[src/rtl/uart_pkg.sv]
// Shared UART definitions: receiver state encoding, default frame constants
// and the width helpers also used by the tick generator and transmitter.
package uart_pkg;

  typedef enum logic [2:0] {
    ST_IDLE   = 3'd0,
    ST_START  = 3'd1,
    ST_DATA   = 3'd2,
    ST_PARITY = 3'd3,
    ST_STOP   = 3'd4
  } rx_state_t;

  localparam int DEFAULT_DBIT       = 8;
  localparam int DEFAULT_OVERSAMPLE = 16;
  localparam int DEFAULT_SB_TICK    = 16;

  // Bits needed to hold values 0..value-1; never less than one bit.
  function automatic int clog2(input int value);
    int bits;
    bits = 0;
    while ((1 << bits) < value) begin
      bits = bits + 1;
    end
    if (bits < 1) begin
      bits = 1;
    end
    return bits;
  endfunction

  function automatic int max2(input int a, input int b);
    return (a > b) ? a : b;
  endfunction

endpackage

[src/rtl/sync_2ff.sv]
// Two-flop synchronizer for a single asynchronous input; both flops reset
// to RESET_VAL so the synchronized line starts at its idle level.
module sync_2ff #(
  parameter logic RESET_VAL = 1'b1
) (
  input  logic clk,
  input  logic reset,
  input  logic d,
  output logic q
);

  logic meta;

  always_ff @(posedge clk or negedge reset) begin
    if (!reset) begin
      meta <= RESET_VAL;
      q    <= RESET_VAL;
    end else begin
      meta <= d;
      q    <= meta;
    end
  end

endmodule

[src/rtl/uart_rx.sv]
// UART receiver: oversampled start detection, mid-bit sampling of data and
// optional parity, stop-bit check, one-clock done strobe with error flags.
module uart_rx
  import uart_pkg::*;
#(
  parameter int DBIT       = DEFAULT_DBIT,
  parameter int OVERSAMPLE = DEFAULT_OVERSAMPLE,
  parameter int SB_TICK    = DEFAULT_SB_TICK,
  parameter int PARITY_EN  = 0,
  parameter int PARITY_ODD = 0
) (
  input  logic            clk,
  input  logic            reset,
  input  logic            s_tick,
  input  logic            rx,
  output logic [DBIT-1:0] rx_data,
  output logic            rx_done_tick,
  output logic            rx_busy,
  output logic            frame_err,
  output logic            parity_err
);

  localparam int S_W = clog2(max2(OVERSAMPLE, SB_TICK));
  localparam int N_W = clog2(DBIT);

  localparam logic [S_W-1:0] S_MID  = S_W'(OVERSAMPLE / 2 - 1);
  localparam logic [S_W-1:0] S_BIT  = S_W'(OVERSAMPLE - 1);
  localparam logic [S_W-1:0] S_STOP = S_W'(SB_TICK - 1);
  localparam logic [N_W-1:0] N_LAST = N_W'(DBIT - 1);
  localparam logic           ODD    = (PARITY_ODD != 0);

  logic rx_s;

  rx_state_t       state, state_n;
  logic [S_W-1:0]  s, s_n;
  logic [N_W-1:0]  n, n_n;
  logic [DBIT-1:0] shreg, shreg_n;
  logic            perr, perr_n;
  logic            armed, armed_n;
  logic [DBIT-1:0] data_n;
  logic            ferr_n;
  logic            perr_out_n;
  logic            done_n;

  sync_2ff #(
    .RESET_VAL (1'b1)
  ) u_sync (
    .clk   (clk),
    .reset (reset),
    .d     (rx),
    .q     (rx_s)
  );

  always_ff @(posedge clk or negedge reset) begin
    if (!reset) begin
      state        <= ST_IDLE;
      s            <= '0;
      n            <= '0;
      shreg        <= '0;
      perr         <= 1'b0;
      armed        <= 1'b0;
      rx_data      <= '0;
      frame_err    <= 1'b0;
      parity_err   <= 1'b0;
      rx_done_tick <= 1'b0;
    end else begin
      state        <= state_n;
      s            <= s_n;
      n            <= n_n;
      shreg        <= shreg_n;
      perr         <= perr_n;
      armed        <= armed_n;
      rx_data      <= data_n;
      frame_err    <= ferr_n;
      parity_err   <= perr_out_n;
      rx_done_tick <= done_n;
    end
  end

  // Only IDLE reacts on every clock; all other states step on sample ticks.
  // A start needs a high line seen in IDLE first, so a held-low break line
  // yields exactly one frame until the line returns high.
  always_comb begin
    state_n    = state;
    s_n        = s;
    n_n        = n;
    shreg_n    = shreg;
    perr_n     = perr;
    armed_n    = armed;
    data_n     = rx_data;
    ferr_n     = frame_err;
    perr_out_n = parity_err;
    done_n     = 1'b0;

    case (state)
      ST_IDLE: begin
        if (rx_s) begin
          armed_n = 1'b1;
        end else if (armed) begin
          state_n = ST_START;
          s_n     = '0;
          armed_n = 1'b0;
        end
      end

      ST_START: begin
        if (s_tick) begin
          if (s == S_MID) begin
            if (!rx_s) begin
              state_n = ST_DATA;
              s_n     = '0;
              n_n     = '0;
              perr_n  = 1'b0;
            end else begin
              state_n = ST_IDLE;
            end
          end else begin
            s_n = s + 1'b1;
          end
        end
      end

      ST_DATA: begin
        if (s_tick) begin
          if (s == S_BIT) begin
            shreg_n = {rx_s, shreg[DBIT-1:1]};
            s_n     = '0;
            if (n == N_LAST) begin
              state_n = (PARITY_EN != 0) ? ST_PARITY : ST_STOP;
            end else begin
              n_n = n + 1'b1;
            end
          end else begin
            s_n = s + 1'b1;
          end
        end
      end

      ST_PARITY: begin
        if (s_tick) begin
          if (s == S_BIT) begin
            perr_n  = (^shreg) ^ rx_s ^ ODD;
            s_n     = '0;
            state_n = ST_STOP;
          end else begin
            s_n = s + 1'b1;
          end
        end
      end

      ST_STOP: begin
        if (s_tick) begin
          if (s == S_STOP) begin
            data_n     = shreg;
            ferr_n     = ~rx_s;
            perr_out_n = perr;
            done_n     = 1'b1;
            s_n        = '0;
            state_n    = ST_IDLE;
          end else begin
            s_n = s + 1'b1;
          end
        end
      end

      default: begin
        state_n = ST_IDLE;
        s_n     = '0;
      end
    endcase
  end

  assign rx_busy = (state != ST_IDLE);

endmodule
[config.mk]
export PLATFORM = sky130hd
export DESIGN_NAME = uart_rx
export DESIGN_NICKNAME = d
export VERILOG_FILES = /design/src/rtl/uart_pkg.sv /design/src/rtl/sync_2ff.sv /design/src/rtl/uart_rx.sv
export SDC_FILE = /design/constraint.sdc
export NUM_CORES = 1
export LEC_CHECK = 0
export BUFFER_PORTS_ARGS = -buffer_cell sky130_fd_sc_hd__buf_2
export CELL_PAD_IN_SITES_DETAIL_PLACEMENT = 1
export CELL_PAD_IN_SITES_GLOBAL_PLACEMENT = 2
export CORE_MARGIN = 2
export CORE_UTILIZATION = 41
export DETAILED_ROUTE_END_ITERATION = 16
export GPL_TIMING_DRIVEN = 0
export PLACE_DENSITY = 0.84
export RECOVER_POWER = 50
export SETUP_SLACK_MARGIN = 0.02
export SYNTH_ARGS = -nofsm -noshare
export SYNTH_HDL_FRONTEND = slang
export SYNTH_SLANG_ARGS = --single-unit
[constraint.sdc]
create_clock -name clk -period 4.62 [get_ports clk]
set_clock_uncertainty 0.15 [all_clocks]
set_input_delay 0.693 -clock clk [delete_from_list [all_inputs] [get_ports clk]]
set_output_delay 0.693 -clock clk [all_outputs]
set_load 0.02 [all_outputs]
### After elaboration in Yosys (flattened, before gate mapping)

Index checks and enable logic that the tools add are counted.

* register bits: 33

* add/subtract/negate cells: 2
* equal/unequal tests: 22
* muxes and demuxes: 38
* bitwise gates (word level): 2
* reductions and logical operators: 12

Operators by type and width (count)
* 3-bit two-way mux: 17
* 4-bit two-way mux: 7
* 2-bit != test, second input constant: 13
* 3-bit one-hot mux with 5 select lines: 1
* 4-bit one-hot mux with 3 select lines: 1
* 11-bit AND reduction: 1
* 1-bit two-way mux: 9
* 8-bit parity: 1
* 7-bit AND reduction: 1
* 3-bit by 2-bit equality test with 1-bit output, second input constant: 2
* 3-bit equality test, second input constant: 2
* 3-bit one-hot mux with 2 select lines: 1
* 3-bit AND reduction: 2
* 6-bit AND reduction: 1
* 5-bit AND reduction: 1
* 4-bit by 1-bit adder with 4-bit output, second input constant: 1
* 4-bit by 3-bit equality test with 1-bit output, second input constant: 1
* 4-bit equality test, second input constant: 1
* 2-bit nonzero test: 2
* 3-bit by 1-bit adder with 3-bit output, second input constant: 1
* 3-bit by 1-bit equality test with 1-bit output, second input constant: 1
* 3-bit zero test: 1
* 3-bit != test, second input constant: 1
* 3-bit nonzero test: 1
* 6 further kinds: 6

### Logic depth before layout (Yosys ltp)

* word-level depth: 5
* mapped depth: 7
* gate-level depth less buffers: 7

### Modules after synthesis

From an unflattened synthesis, not the netlist that was laid out.

* cell total of the unflattened synthesis: 136
* area total of the unflattened synthesis: 1622.8 µm²

By module, submodules not included
* uart_rx: instances 1, cells an instance 134, area an instance 1570.3 µm², seq. area each 775.7 µm²
* sync_2ff: instances 1, cells an instance 2, area an instance 52.6 µm², seq. area each 52.6 µm²

### Worst setup path after synthesis

Ideal clock, no wire load.

* path kind: in2reg
* start: input port s_tick
* end: register s[2]
* arrival time: 1794 ps
* data required time: 4405 ps
* setup slack: 2611 ps
* cell stages on the path: 6
* cell sequence: o21a_1 > a211oi_1 > or3_1 > clkbuf_2 > or4b_1 > nand2_1

* longest elaborated chain between the ends: 2
* elaborated cells between the ends (all ways): 3
* those cells by class: eq/ne (2); reduce/logical (1)

Ends and longest elaborated chain
* from (decl): line uart_rx.sv:14 `input logic s_tick,`
* 2-bit by 1-bit != test with 1-bit output (no source line) / 2-bit != test (equally long branches)
* 5-bit AND reduction (no source line) *
* to (signal assigned): line uart_rx.sv:68 `s <= s_n;`
* to (decl): line uart_rx.sv:35 `logic [S_W-1:0] s, s_n;`

Every way passes the cells marked *; elsewhere a longest branch is shown, timed or not.
A chain may end at the register's enable or synchronous reset.

### Worst setup path after layout

* start: register state[0]
* end: output port rx_busy

* longest elaborated chain between the ends: 1

Ends and longest elaborated chain
* from (decl): line uart_rx.sv:34 `rx_state_t state, state_n;`
* from (signal assigned): line uart_rx.sv:67 `state <= state_n;`
* 3-bit nonzero test: line uart_rx.sv:173 `assign rx_busy = (state != ST_IDLE);`
* to (decl): line uart_rx.sv:18 `output logic rx_busy,`

No other way between the ends.

==> results.ini <==
[timing]
finalSetupViolations=0
max_slew_margin_pct=-17.1
slew_violations=34
finalHoldViolCount=0
setup-tns-final_ps=0
tightest_slew_ps=1760
holdWs_ps=208
post-route-period-util_pct=52.6
min_period_ps=2430
rsz0062_at_grt=false
max_freq_mhz=412

[place]
dp.final_hpwl_mm=2.39
gp_congestion=0.839
place_inst=202
io_buffer_count=15

[critical_path]
required_ps=3780
crit_path_max_incr_delay_ps=460
cp-start-kind=flip-flop
r2r_setup_slack_ps=2350
crit_buf_inv=2
crit_slowest_cell=or3_1
worstPathCellList=clkbuf_1 > or3_1 > buf_2
critPathTopFamily=simple AND/OR/NAND/NOR gates
path_max_fanout=10
end_kind=output pin
path_class=reg2out
crit_arrival_ps=1590

[cells_and_area]
layout.nets=168
diodes=0
finalNonFillerCells=210
finalCoreUtilization_pct=49.9
final-seq-area_um2=828
fill_cells=416
area_growth_pct=15.5
multi_input_area_um2=714
drive_above_1_share_pct=32.1

[global_routing]
grt_pass1_wl_mm=5.69
grt_max_degree=34
grt_pass1_vias=1175
gr-total-overflow=0
grt_use_total_pct=17.8
antenna_found_initial=0

[clock_network]
cts_root_buf=clkbuf_8
cts_tree=yes
clockBufferDepth=2
cts_hold_buffers=0
clk_pin_slew_ps=70
post_cts_resized=0
cts_htree_levels=2
cts_sinks=33
clk_latency_ps=280
cts_setup_buffers=0
cts_buffers=5

[hold_path]
holdCritPathClass=reg2reg

[yosys]
synth_edf_count=0
synth_ff_type=dfrtp_1
synth_nets=146
ys_async_sr_fraction_pct=100
synthCells=139
ys_ff_latch=33
ys_warn_count=0
yosysSeqAreaShare_pct=52.0
synth.distinct_cells=35
synth.avg_cell_area_um2=11.5
synth.cell_area_mm2=0.00159

[drt]
via_count=1125
drcViolationCount=0
ant_nets=0
detail_route.first_pass.iterations=4
wirelength_mm=3.33
vias_per_cell=5.36
wl_per_cell_um=15.9
drtIter0Drc=24

[floorplan]
start_util_pct=43.2
die_h_um=66.4
core_area_mm2=0.00369
fp-row-count=22
dieWidth_um=66.4
io_pins=16
dieArea_mm2=0.00440

[run_status]
violations=max-capacitance violations, max-slew violations
outcome=complete, but fails checks

[pwr]
peakVddDrop_uv=248
cellLeakagePower_nw=0.889
powerDensity_mw_per_mm2=491

[flow_run]
maxCapViolCount=1

synth_stat cells, drive strengths merged, types with 2 or more instances:
cell,number,share of area (%)
o21ai,6,1.9
dfrtp,31,49
ha,3,2.4
inv,5,1.2
nor3,4,1.3
buf,5,1.7
xnor2,9,4.9
nand2b,2,0.78
nand3,4,1.3
nor2,11,2.7
nor4,2,0.78
dfstp,2,3.3
nand2,9,2.1
mux2i,3,1.9
or3,2,0.78
or3b,3,1.6
mux2,21,15
a21oi,2,0.63
cell usage in the layout (no fill, tap or decap), types with 3 or more instances in the layout:
cell,Yosys,layout
ha_1,3,3
o21ai_0,6,6
nor2_1,10,10
xnor2_1,9,9
clkbuf_8,0,6
or3b_2,3,3
mux2i_1,3,3
mux2_2,21,21
buf_2,4,15
inv_1,5,5
clkbuf_1,0,5
nand2_1,9,9
dfrtp_1,31,31
nand3_1,4,4
nor3_1,4,4
path summary, 6_finish.rpt:
check                      cells after the start         from          to
setup / recovery                               3     state[0]     rx_busy
setup reg to reg                               6     state[0]        n[0]
min in group asynchronous                      1        reset  rx_data[4]
hold / removal                                 0  u_sync.meta    u_sync.q
hold reg to reg                                0  u_sync.meta    u_sync.q
max in group asynchronous                      1        reset    shreg[3]
routing by layer:
layer  part of all wire (%)  track usage, %  vias up
li1                       -               -      531
met1                     45            21.7      572
met2                     50            28.9       16
met3                    2.5            4.09        6
met4                    2.2            9.95        0
met5                      0               0        -
power by group:
group          leakage [nW]  internal, mW  total, mW  switching [mW]
clock                0.0585         0.176      0.282           0.107
combinational         0.385         0.108      0.266           0.157
sequential            0.446         0.326      0.356          0.0296
total                 0.889         0.610      0.904           0.293
registers in the layout, summed over array words and instances, names as in the netlist:
register,flops
armed,1
frame_err,1
n,3
parity_err,1
perr,1
rx_data,8
rx_done_tick,1
s,4
shreg,8
state,3
u_sync.meta,1
u_sync.q,1
cell type report:
cell class	instances	area share, %
sequential	33	45.0
clock inverter	1	1.63
timing repair buffer	15	3.87
clock buffer	7	4.69
inverter	5	1.02
buffer	6	1.70
tap	48	3.26
multi-input combinational	95	38.8
cell families (layout without fill, tap and decap cells):
family,Yosys count,in the layout,share of synthesized area (%)
xor gates and xnor gates,9,9,4.95
and+or+nand+nor,42,42,13.7
DFF,33,33,52.0
buffers and inverters,11,34,3.22
AOI/OAI and AO/OA,17,17,7.07
adders and majority gates,3,3,2.36
muxes,24,24,16.7
through the flow:
step / power (mW) / worst slack, ps / cell area (um2)
after floorplan: 0.558 / 2610 / 1590
after global placement: 0.611 / 2360 / 1730
after detailed placement: 0.629 / 2320 / 1730
after CTS: 0.916 / 2260 / 1850
after global routing: 0.961 / 2100 / 1840
final: 0.904 / 2190 / 1840
No activity file was read; power rests on OpenSTA's default activity.
